`src/rtl/mult_pkg.sv`:
```
// Shared definitions for the 8x8 nibble-serial multiplier: controller state
// encoding, operand nibble selects and partial-product shift codes. Used by
// the controller, the shifter and the datapath top.
package mult_pkg;

   // Controller states. The encoding is visible on state_out for debug,
   // so the values are fixed rather than left to the synthesis tool.
   typedef enum logic [2:0] {
      ST_IDLE = 3'b000,
      ST_CLR  = 3'b001,
      ST_LSB  = 3'b010,
      ST_MID  = 3'b011,
      ST_MSB  = 3'b100,
      ST_DONE = 3'b101,
      ST_ERR  = 3'b110,
      ST_RSVD = 3'b111   // unreachable; decodes like IDLE and returns to it
   } state_t;

   // Partial-product shift codes driven on shift_sel (11 is never used).
   localparam logic [1:0] SH0 = 2'b00;
   localparam logic [1:0] SH4 = 2'b01;
   localparam logic [1:0] SH8 = 2'b10;

   // Operand nibble selects: bit1 picks the a nibble, bit0 the b nibble
   // (0 = low nibble, 1 = high nibble).
   localparam logic [1:0] SEL_ALO_BLO = 2'b00;
   localparam logic [1:0] SEL_ALO_BHI = 2'b01;
   localparam logic [1:0] SEL_AHI_BLO = 2'b10;
   localparam logic [1:0] SEL_AHI_BHI = 2'b11;

   // Everything the controller drives towards the datapath, grouped so the
   // output decoder can assign a complete default in one statement.
   typedef struct packed {
      logic [1:0] input_sel;
      logic [1:0] shift_sel;
      logic       clk_ena;
      logic       sclr_n;
      logic       done_flag;
      logic       err_flag;
   } ctrl_t;

   // Idle values of the control bundle: accumulator frozen, no clear,
   // no status flags, low nibbles selected, no shift.
   localparam ctrl_t CTRL_IDLE = '{
      input_sel : SEL_ALO_BLO,
      shift_sel : SH0,
      clk_ena   : 1'b0,
      sclr_n    : 1'b1,
      done_flag : 1'b0,
      err_flag  : 1'b0
   };

   // Shift distance in bits for a shift code; used by the shifter.
   // The unused code 11 maps to no shift.
   function automatic int unsigned shift_amount(input logic [1:0] sh);
      case (sh)
         SH4:     return 4;
         SH8:     return 8;
         default: return 0;
      endcase
   endfunction

   // True for the states in which the accumulator is being written.
   // A start request seen in any of these is a protocol violation.
   function automatic logic is_busy(input state_t st);
      return (st == ST_CLR) || (st == ST_LSB) ||
             (st == ST_MID) || (st == ST_MSB);
   endfunction

endpackage : mult_pkg

```
`src/rtl/mult_control.sv`:
```
// Control FSM for an 8x8 multiplier built from one 4x4 multiplier, a
// shifter and a 16-bit accumulator. One multiply takes five accumulator
// cycles: clear, then lo*lo <<0, lo*hi <<4, hi*lo <<4, hi*hi <<8.
// Moore machine: every output is decoded from the state and the MID counter.
module mult_control
   import mult_pkg::*;
(
   input  logic       clk,
   input  logic       aclr_n,
   input  logic       start,
   output logic [1:0] input_sel,
   output logic [1:0] shift_sel,
   output logic       clk_ena,
   output logic       sclr_n,
   output logic       done_flag,
   output logic       err_flag,
   output logic [2:0] state_out
);

   state_t state;
   state_t state_nxt;
   logic   cnt;        // which of the two middle partial products is next
   logic   cnt_nxt;
   ctrl_t  ctrl;

   // State and MID counter registers; reset forces IDLE at once, even mid-operation.
   always_ff @(posedge clk or negedge aclr_n) begin
      if (!aclr_n) begin
         state <= ST_IDLE;
         cnt   <= 1'b0;
      end else begin
         // NOTE: registered state uses non-blocking assignment so every flop
         // samples pre-edge values; blocking here would create order-dependent races.
         state <= state_nxt;
         cnt   <= cnt_nxt;
      end
   end

   // Next-state and counter logic; a start while busy overrides the normal step.
   always_comb begin
      // NOTE: defaults first so every path assigns both variables; a missing
      // branch would otherwise infer a latch.
      state_nxt = state;
      cnt_nxt   = 1'b0;

      case (state)
         ST_IDLE: begin
            if (start) state_nxt = ST_CLR;
         end

         ST_CLR: begin
            state_nxt = ST_LSB;
         end

         ST_LSB: begin
            // Entering MID always begins with the lo*hi product.
            state_nxt = ST_MID;
            cnt_nxt   = 1'b0;
         end

         ST_MID: begin
            if (!cnt) begin
               state_nxt = ST_MID;
               cnt_nxt   = 1'b1;
            end else begin
               state_nxt = ST_MSB;
               cnt_nxt   = 1'b0;
            end
         end

         ST_MSB: begin
            state_nxt = ST_DONE;
         end

         ST_DONE: begin
            // A new start restarts directly from DONE without visiting IDLE.
            if (start) state_nxt = ST_CLR;
         end

         ST_ERR: begin
            // Wait for the offending start to be released before recovering.
            if (!start) state_nxt = ST_IDLE;
         end

         default: begin
            // Unused encoding 111 behaves like IDLE for one cycle and leaves.
            state_nxt = ST_IDLE;
         end
      endcase

      // Start while the accumulator is being built corrupts the product;
      // flag it instead of silently restarting.
      if (is_busy(state) && start) begin
         state_nxt = ST_ERR;
         cnt_nxt   = 1'b0;
      end
   end

   // Output decode from registered state and counter only.
   always_comb begin
      ctrl = CTRL_IDLE;

      case (state)
         ST_IDLE: begin
            ctrl = CTRL_IDLE;
         end

         ST_CLR: begin
            // Synchronous clear of the accumulator on the next edge.
            ctrl.clk_ena = 1'b1;
            ctrl.sclr_n  = 1'b0;
         end

         ST_LSB: begin
            ctrl.clk_ena   = 1'b1;
            ctrl.input_sel = SEL_ALO_BLO;
            ctrl.shift_sel = SH0;
         end

         ST_MID: begin
            ctrl.clk_ena   = 1'b1;
            ctrl.shift_sel = SH4;
            ctrl.input_sel = cnt ? SEL_AHI_BLO : SEL_ALO_BHI;
         end

         ST_MSB: begin
            ctrl.clk_ena   = 1'b1;
            ctrl.input_sel = SEL_AHI_BHI;
            ctrl.shift_sel = SH8;
         end

         ST_DONE: begin
            ctrl.done_flag = 1'b1;
         end

         ST_ERR: begin
            ctrl.err_flag = 1'b1;
         end

         default: begin
            ctrl = CTRL_IDLE;
         end
      endcase
   end

   assign input_sel = ctrl.input_sel;
   assign shift_sel = ctrl.shift_sel;
   assign clk_ena   = ctrl.clk_ena;
   assign sclr_n    = ctrl.sclr_n;
   assign done_flag = ctrl.done_flag;
   assign err_flag  = ctrl.err_flag;
   assign state_out = state;

endmodule : mult_control

```
`config.mk`:
```
export PLATFORM = sky130hd
export DESIGN_NAME = mult_control
export DESIGN_NICKNAME = d
export VERILOG_FILES = /design/src/rtl/mult_pkg.sv /design/src/rtl/mult_control.sv
export SDC_FILE = /design/constraint.sdc
export NUM_CORES = 1
export LEC_CHECK = 0
export BUFFER_PORTS_ARGS = -buffer_cell sky130_fd_sc_hd__buf_4
export CORE_AREA = 8 8 45 47
export DETAILED_ROUTE_END_ITERATION = 8
export DIE_AREA = 0 0 53 55
export PLACE_DENSITY = 0.53
export SYNTH_ARGS = -nofsm -noshare
export SYNTH_HDL_FRONTEND = slang
export SYNTH_SLANG_ARGS = --single-unit
```
`constraint.sdc`:
```
create_clock -name clk -period 1.23 [get_ports clk]
set_clock_uncertainty 0.1 [all_clocks]
set_input_delay 0.123 -clock clk [delete_from_list [all_inputs] [get_ports clk]]
set_output_delay 0.123 -clock clk [all_outputs]
set_load 0.02 [all_outputs]
```
## Word level (Yosys, flattened, before mapping)

Index checks and enable logic that the tools add are counted.

- Output and inout port bits: 11
- Logic and storage cells: 32
- Input bits: 3
- Bits in registers: 4

- Reduce and logical (&&, ||, !) cells: 8
- Multiplexer cells: 14
- Equality and inequality tests: 8

Operators with widths:

| cell | number |
|---|---|
| case mux 3 bit (6 select lines) | 1 |
| two-way mux 3 bit | 4 |
| equality test 3 bit (second input constant) | 3 |
| case mux 4 bit (2 select lines) | 1 |
| two-way mux 1 bit | 7 |
| equality test 3 x 2 -> 1 bit (second input constant) | 2 |
| OR reduction 4 bit | 1 |
| equality test 3 x 1 -> 1 bit (second input constant) | 1 |
| zero test 3 bit | 1 |
| logical OR 1 bit | 3 |
| inequality test 3 x 1 -> 1 bit (second input constant) | 1 |
| inequality test 3 bit (second input constant) | 1 |
| two-way mux 2 bit | 1 |
| AND reduction 2 bit | 1 |
| OR reduction 2 bit | 1 |
| logical AND 1 bit | 1 |

## Logic depth before layout (Yosys ltp)

- Depth after elaboration: 7
- Gate-level depth with buffers: 5
- Mapped depth without buffers: 4

## Least setup slack after synthesis

OpenSTA, ideal clock, no wires.

- Path kind: register to output
- Start point: register state[0], in the netlist state_out[0]
- End point: output input_sel[0]
- Path slack: -0.220 ns
- Required time: 1.007 ns
- Stages on the path, launching flop included: 5
- Arrival: 1.227 ns
- Path buffers: 1
- Cells stage by stage: dfrtp_1 > buf_6 > nand2_1 > or2_4 > o21bai_1

- Longest elaborated chain between the ends: 2
- Elaborated cells on any way between the ends: 3
- Those cells by class: eq/ne (2); mux (1)

Ends and longest elaborated chain:

| item | RTL line | source |
|---|---|---|
| start: declaration | mult_control.sv:20 | `state_t state;` |
| start signal: assignment | mult_control.sv:34 | `state <= state_nxt;` |
| equality test 3 bit or equality test 3 x 2 -> 1 bit (tied branches) | mult_control.sv:103 | `case (state)` |
| case mux 4 bit (2 select lines) * | mult_control.sv:103 |  |
| end: declaration | mult_control.sv:11 | `output logic [1:0] input_sel,` |

Every way passes the cells marked *; elsewhere a longest branch is shown, timed or not.

## Worst setup path in the final report

- Start point: register state[0], in the netlist state_out[0]
- End point: output input_sel[1]

The elaborated chain is that of the path after synthesis.

==> impl_metrics.prom <==
# TYPE chip_impl_metric gauge
chip_impl_metric{name="path_clk_slew",unit="ns"} 0.04
chip_impl_metric{name="timing.critical_path.slowest_cell_delay",unit="ns"} 0.43
chip_impl_metric{name="finalCritPeriodShare",unit="%"} 118.1
chip_impl_metric{name="netlist_instances",unit=""} 32
chip_impl_metric{name="crit_fanout",unit=""} 5
chip_impl_metric{name="power_switching",unit="uW"} 807.3
chip_impl_metric{name="grt_pass1_vias",unit=""} 321
chip_impl_info{name="rsz_0062_raised_after_global_routing",value="yes"} 1
chip_impl_metric{name="finalWirelength",unit="um"} 933
chip_impl_info{name="outcome",value="finished with violations"} 1
chip_impl_info{name="setup.worst_path.start_class",value="flop"} 1
chip_impl_metric{name="groute.usage.overall",unit="%"} 6.743
chip_impl_metric{name="dp.final_hpwl",unit="um"} 663.8
chip_impl_metric{name="drt_pre_antenna_iters",unit=""} 1
chip_impl_metric{name="n_fill_cell",unit=""} 140
chip_impl_metric{name="pre_cts_slack",unit="ns"} -0.0005029
chip_impl_metric{name="synth.yosys.seq_area_share",unit="%"} 32.26
chip_impl_metric{name="clock_sinks",unit=""} 4
chip_impl_metric{name="via_count",unit=""} 320
chip_impl_metric{name="floorplan.die.height",unit="um"} 55
chip_impl_info{name="cts_root_buf",value="sky130_fd_sc_hd__clkbuf_4"} 1
chip_impl_info{name="tritoncts_clock_tree",value="yes"} 1
chip_impl_metric{name="post_synth_edffs",unit=""} 0
chip_impl_metric{name="finalHoldViolCount",unit=""} 0
chip_impl_metric{name="timing.final.setup_violations",unit=""} 14
chip_impl_metric{name="layout_setup_ws",unit="ns"} -0.2230
chip_impl_metric{name="finalNetCount",unit=""} 63
chip_impl_metric{name="sw_frac_of_total",unit="%"} 40.54
chip_impl_metric{name="required",unit="ns"} 1.01
chip_impl_metric{name="grt_max_degree",unit=""} 8
chip_impl_metric{name="yosys_warnings",unit=""} 0
chip_impl_metric{name="grt_first_pass_wirelength",unit="mm"} 1.400
chip_impl_metric{name="power.combinational.fraction",unit="%"} 77.0
chip_impl_info{name="worst_min_delay_path_category",value="in2async"} 1
chip_impl_metric{name="die_w",unit="um"} 53
chip_impl_metric{name="top_level_port_count",unit=""} 14
chip_impl_metric{name="hold_slack",unit="ns"} 0.1205
chip_impl_metric{name="antenna_violating_nets_post_route",unit=""} 0
chip_impl_metric{name="cts.path.max_buffers",unit=""} 2
chip_impl_metric{name="clock_tree.htree_level_count",unit=""} 1
chip_impl_metric{name="synthToLayoutAreaGrowth",unit="%"} 106.0
chip_impl_metric{name="vias_per_cell",unit=""} 4.267
chip_impl_metric{name="grt_overflow",unit=""} 0
chip_impl_metric{name="synth_nets",unit=""} 35
chip_impl_metric{name="synthDominantCellAreaShare",unit="%"} 32.26
chip_impl_info{name="failed_checks",value="negative setup slack"} 1
chip_impl_metric{name="powerDensity",unit="nW/um^2"} 3115
chip_impl_metric{name="detail_route.wl_per_cell",unit="um"} 12.44
chip_impl_metric{name="period_needed",unit="ns"} 1.453
chip_impl_metric{name="drv_slew",unit=""} 0
chip_impl_metric{name="netlist-cell-type-count",unit=""} 24
chip_impl_metric{name="avgSynthCellArea",unit="um^2"} 9.697
chip_impl_metric{name="netlist_area",unit="um^2"} 310.3
chip_impl_metric{name="power.leakage",unit="nW"} 0.3041
chip_impl_metric{name="worstSkewPairLatency",unit="ns"} 0.24
chip_impl_metric{name="slew_headroom",unit="%"} 85.89
chip_impl_info{name="end_kind",value="output port"} 1
chip_impl_metric{name="max_cap_violations",unit=""} 0
chip_impl_metric{name="numCtsBuffers",unit=""} 3
chip_impl_info{name="path_class",value="reg2out"} 1
chip_impl_metric{name="site_row_count",unit=""} 14
chip_impl_metric{name="final_layout_size_suffix_gt1_share",unit="%"} 79.66
chip_impl_metric{name="multiInputGateArea",unit="um^2"} 227.7
chip_impl_metric{name="synthArstFlopShare",unit="%"} 100.0
chip_impl_metric{name="buffer_ports.inserted",unit=""} 13
chip_impl_info{name="critical-path-slowest-cell",value="sky130_fd_sc_hd__dfrtp_2"} 1
chip_impl_metric{name="crit_arrival",unit="ns"} 1.23
chip_impl_metric{name="antenna_found_initial",unit=""} 0
chip_impl_metric{name="regArea",unit="um^2"} 103.9
chip_impl_metric{name="final_weighted_congestion_in_routability_driven_placement",unit=""} 0.7871
chip_impl_metric{name="final_routed_drc_violation_total",unit=""} 0
chip_impl_info{name="synth_flop_cell",value="sky130_fd_sc_hd__dfrtp_1"} 1
chip_impl_metric{name="p_int",unit="mW"} 1.184
chip_impl_metric{name="detail_route.iter0.violations",unit=""} 0
chip_impl_metric{name="share_seq_of_total_power",unit="%"} 13.9
chip_impl_metric{name="antenna-diode-count",unit=""} 0
chip_impl_info{name="netlist_top_cells_area",value="sky130_fd_sc_hd__dfrtp_1 (32%), sky130_fd_sc_hd__buf_6 (7.3%), sky130_fd_sc_hd__and3b_2 (6.5%)"} 1
chip_impl_metric{name="design.core.area",unit="um^2"} 1384
chip_impl_metric{name="share_of_total_power_in_the_clock_network",unit="%"} 9.1
chip_impl_metric{name="max-vdd-ir-drop",unit="mV"} 0.8772
chip_impl_metric{name="yosys_register_bits",unit=""} 4
chip_impl_metric{name="fp.dieArea",unit="um^2"} 2915
chip_impl_metric{name="clock.fmax",unit="MHz"} 688.2
chip_impl_metric{name="initial_core_util",unit="%"} 22.42
chip_impl_info{name="netlist.top_cell.by_area",value="sky130_fd_sc_hd__dfrtp_1"} 1
chip_impl_metric{name="worst_slew_pin_slew",unit="ns"} 0.2116
chip_impl_info{name="cell_by_cell_trace_of_the_critical_path",value="nand2_1, or2_4, clkinv_4, a21o_4, buf_6"} 1
-- layout make-up --
type / instances / area share, %
repair buffers: 26 / 39.53
multi-input cells: 24 / 35.62
flip-flops and latches: 4 / 16.24
clock buffers: 4 / 4.110
well taps: 16 / 3.131
inverters: 1 / 1.370
-- power by group through the flow --
stage / Sequential [mW] / Combinational, mW / Clock [mW]
2_1_floorplan: 0.303 / 0.682 / 0
3_3_place_gp: 0.294 / 1.10 / 0
3_5_place_dp: 0.290 / 1.11 / 0
4_1_cts: 0.278 / 1.32 / 0.186
5_1_grt: 0.287 / 1.63 / 0.195
6_report: 0.276 / 1.53 / 0.181
-- synthesized netlist by cell type (all sizes together) (2+ instances only) --
cell and number:
dfrtp 4, buf 3, a21oi 2, and2 2
and3b 2, nand2 2, nand2b 2, nor2 2
nor3 2
-- final timing paths --
path                                           from                        to  slack, ns  cells past startpoint
max in group asynchronous                    aclr_n  state_out[1]$_DFFE_PN0P_       0.79                      2
setup / recovery           state_out[0]$_DFFE_PN0P_              input_sel[1]      -0.22                      5
min in group clk                      cnt$_DFF_PN0_             cnt$_DFF_PN0_       0.44                      1
hold reg to reg                       cnt$_DFF_PN0_             cnt$_DFF_PN0_       0.44                      1
hold / removal                               aclr_n  state_out[0]$_DFFE_PN0P_       0.12                      2
setup reg to reg           state_out[0]$_DFFE_PN0P_  state_out[0]$_DFFE_PN0P_      -0.08                      5
-- layout by cell type (no fill, tap or decap), types with 2 or more instances in the layout --
| master | count |
|---|---|
| sky130_fd_sc_hd__nand2_1 | 2 |
| sky130_fd_sc_hd__and3b_2 | 2 |
| sky130_fd_sc_hd__buf_6 | 14 |
| sky130_fd_sc_hd__dfrtp_2 | 3 |
| sky130_fd_sc_hd__dlygate4sd3_1 | 2 |
| sky130_fd_sc_hd__buf_4 | 10 |
| sky130_fd_sc_hd__clkbuf_4 | 3 |
| sky130_fd_sc_hd__nor3_2 | 2 |
-- kinds of logic (layout without fill, tap and decap cells) --
group	after synthesis	count (layout)	share of synthesized area, %
compound gates	8	8	18.55
flops	4	4	32.26
simple gates	14	14	33.07
buf+inv	4	31	10.48
xor+xnor	2	2	5.646
-- registers in the layout, summed over array words and instances, names as in the netlist --
| register | cells |
|---|---|
| cnt | 1 |
| state_out | 3 |
-- per-stage QoR --
stage / util, % / TNS (ns) / cells / area [um^2] / power (mW)
global route: 46.20 / -2.028 / 75 / 639.4 / 2.112
CTS: 41.59 / -1.380 / 73 / 575.6 / 1.788
detailed placement: 33.91 / -0.0005029 / 64 / 469.2 / 1.402
finish: 46.20 / -1.463 / 75 / 639.4 / 1.991
global placement: 33.91 / -0.004181 / 64 / 469.2 / 1.391
floorplan: - / -0.2102 / 32 / 334.1 / 0.9851
-- layer usage --
metal / track usage (%) / vias to the layer above / wire length [um]
met1: 7.055 / 141 / 384
li1: - / 166 / -
met2: 10.16 / 11 / 447
met5: 0 / - / 0
met3: 4.278 / 2 / 87
met4: 3.879 / 0 / 14
-- critical path: cells and delay by family (launching register included) --
family                 cells  cell delay [ns]
buffers and inverters      2             0.17
AOI/OAI and AO/OA          1             0.19
and+or+nand+nor            2             0.21
DFF                        1             0.43
-- timing repair --
item / CTS / global route
hold endpoints to repair: 5 / 0
setup endpoints to repair: 9 / 14
hold buffers: 2 / 0
pin swaps: 3 / 3
setup buffers: 3 / 2
gates resized for setup: 9 / 12
(Power assumes the default switching activity.)
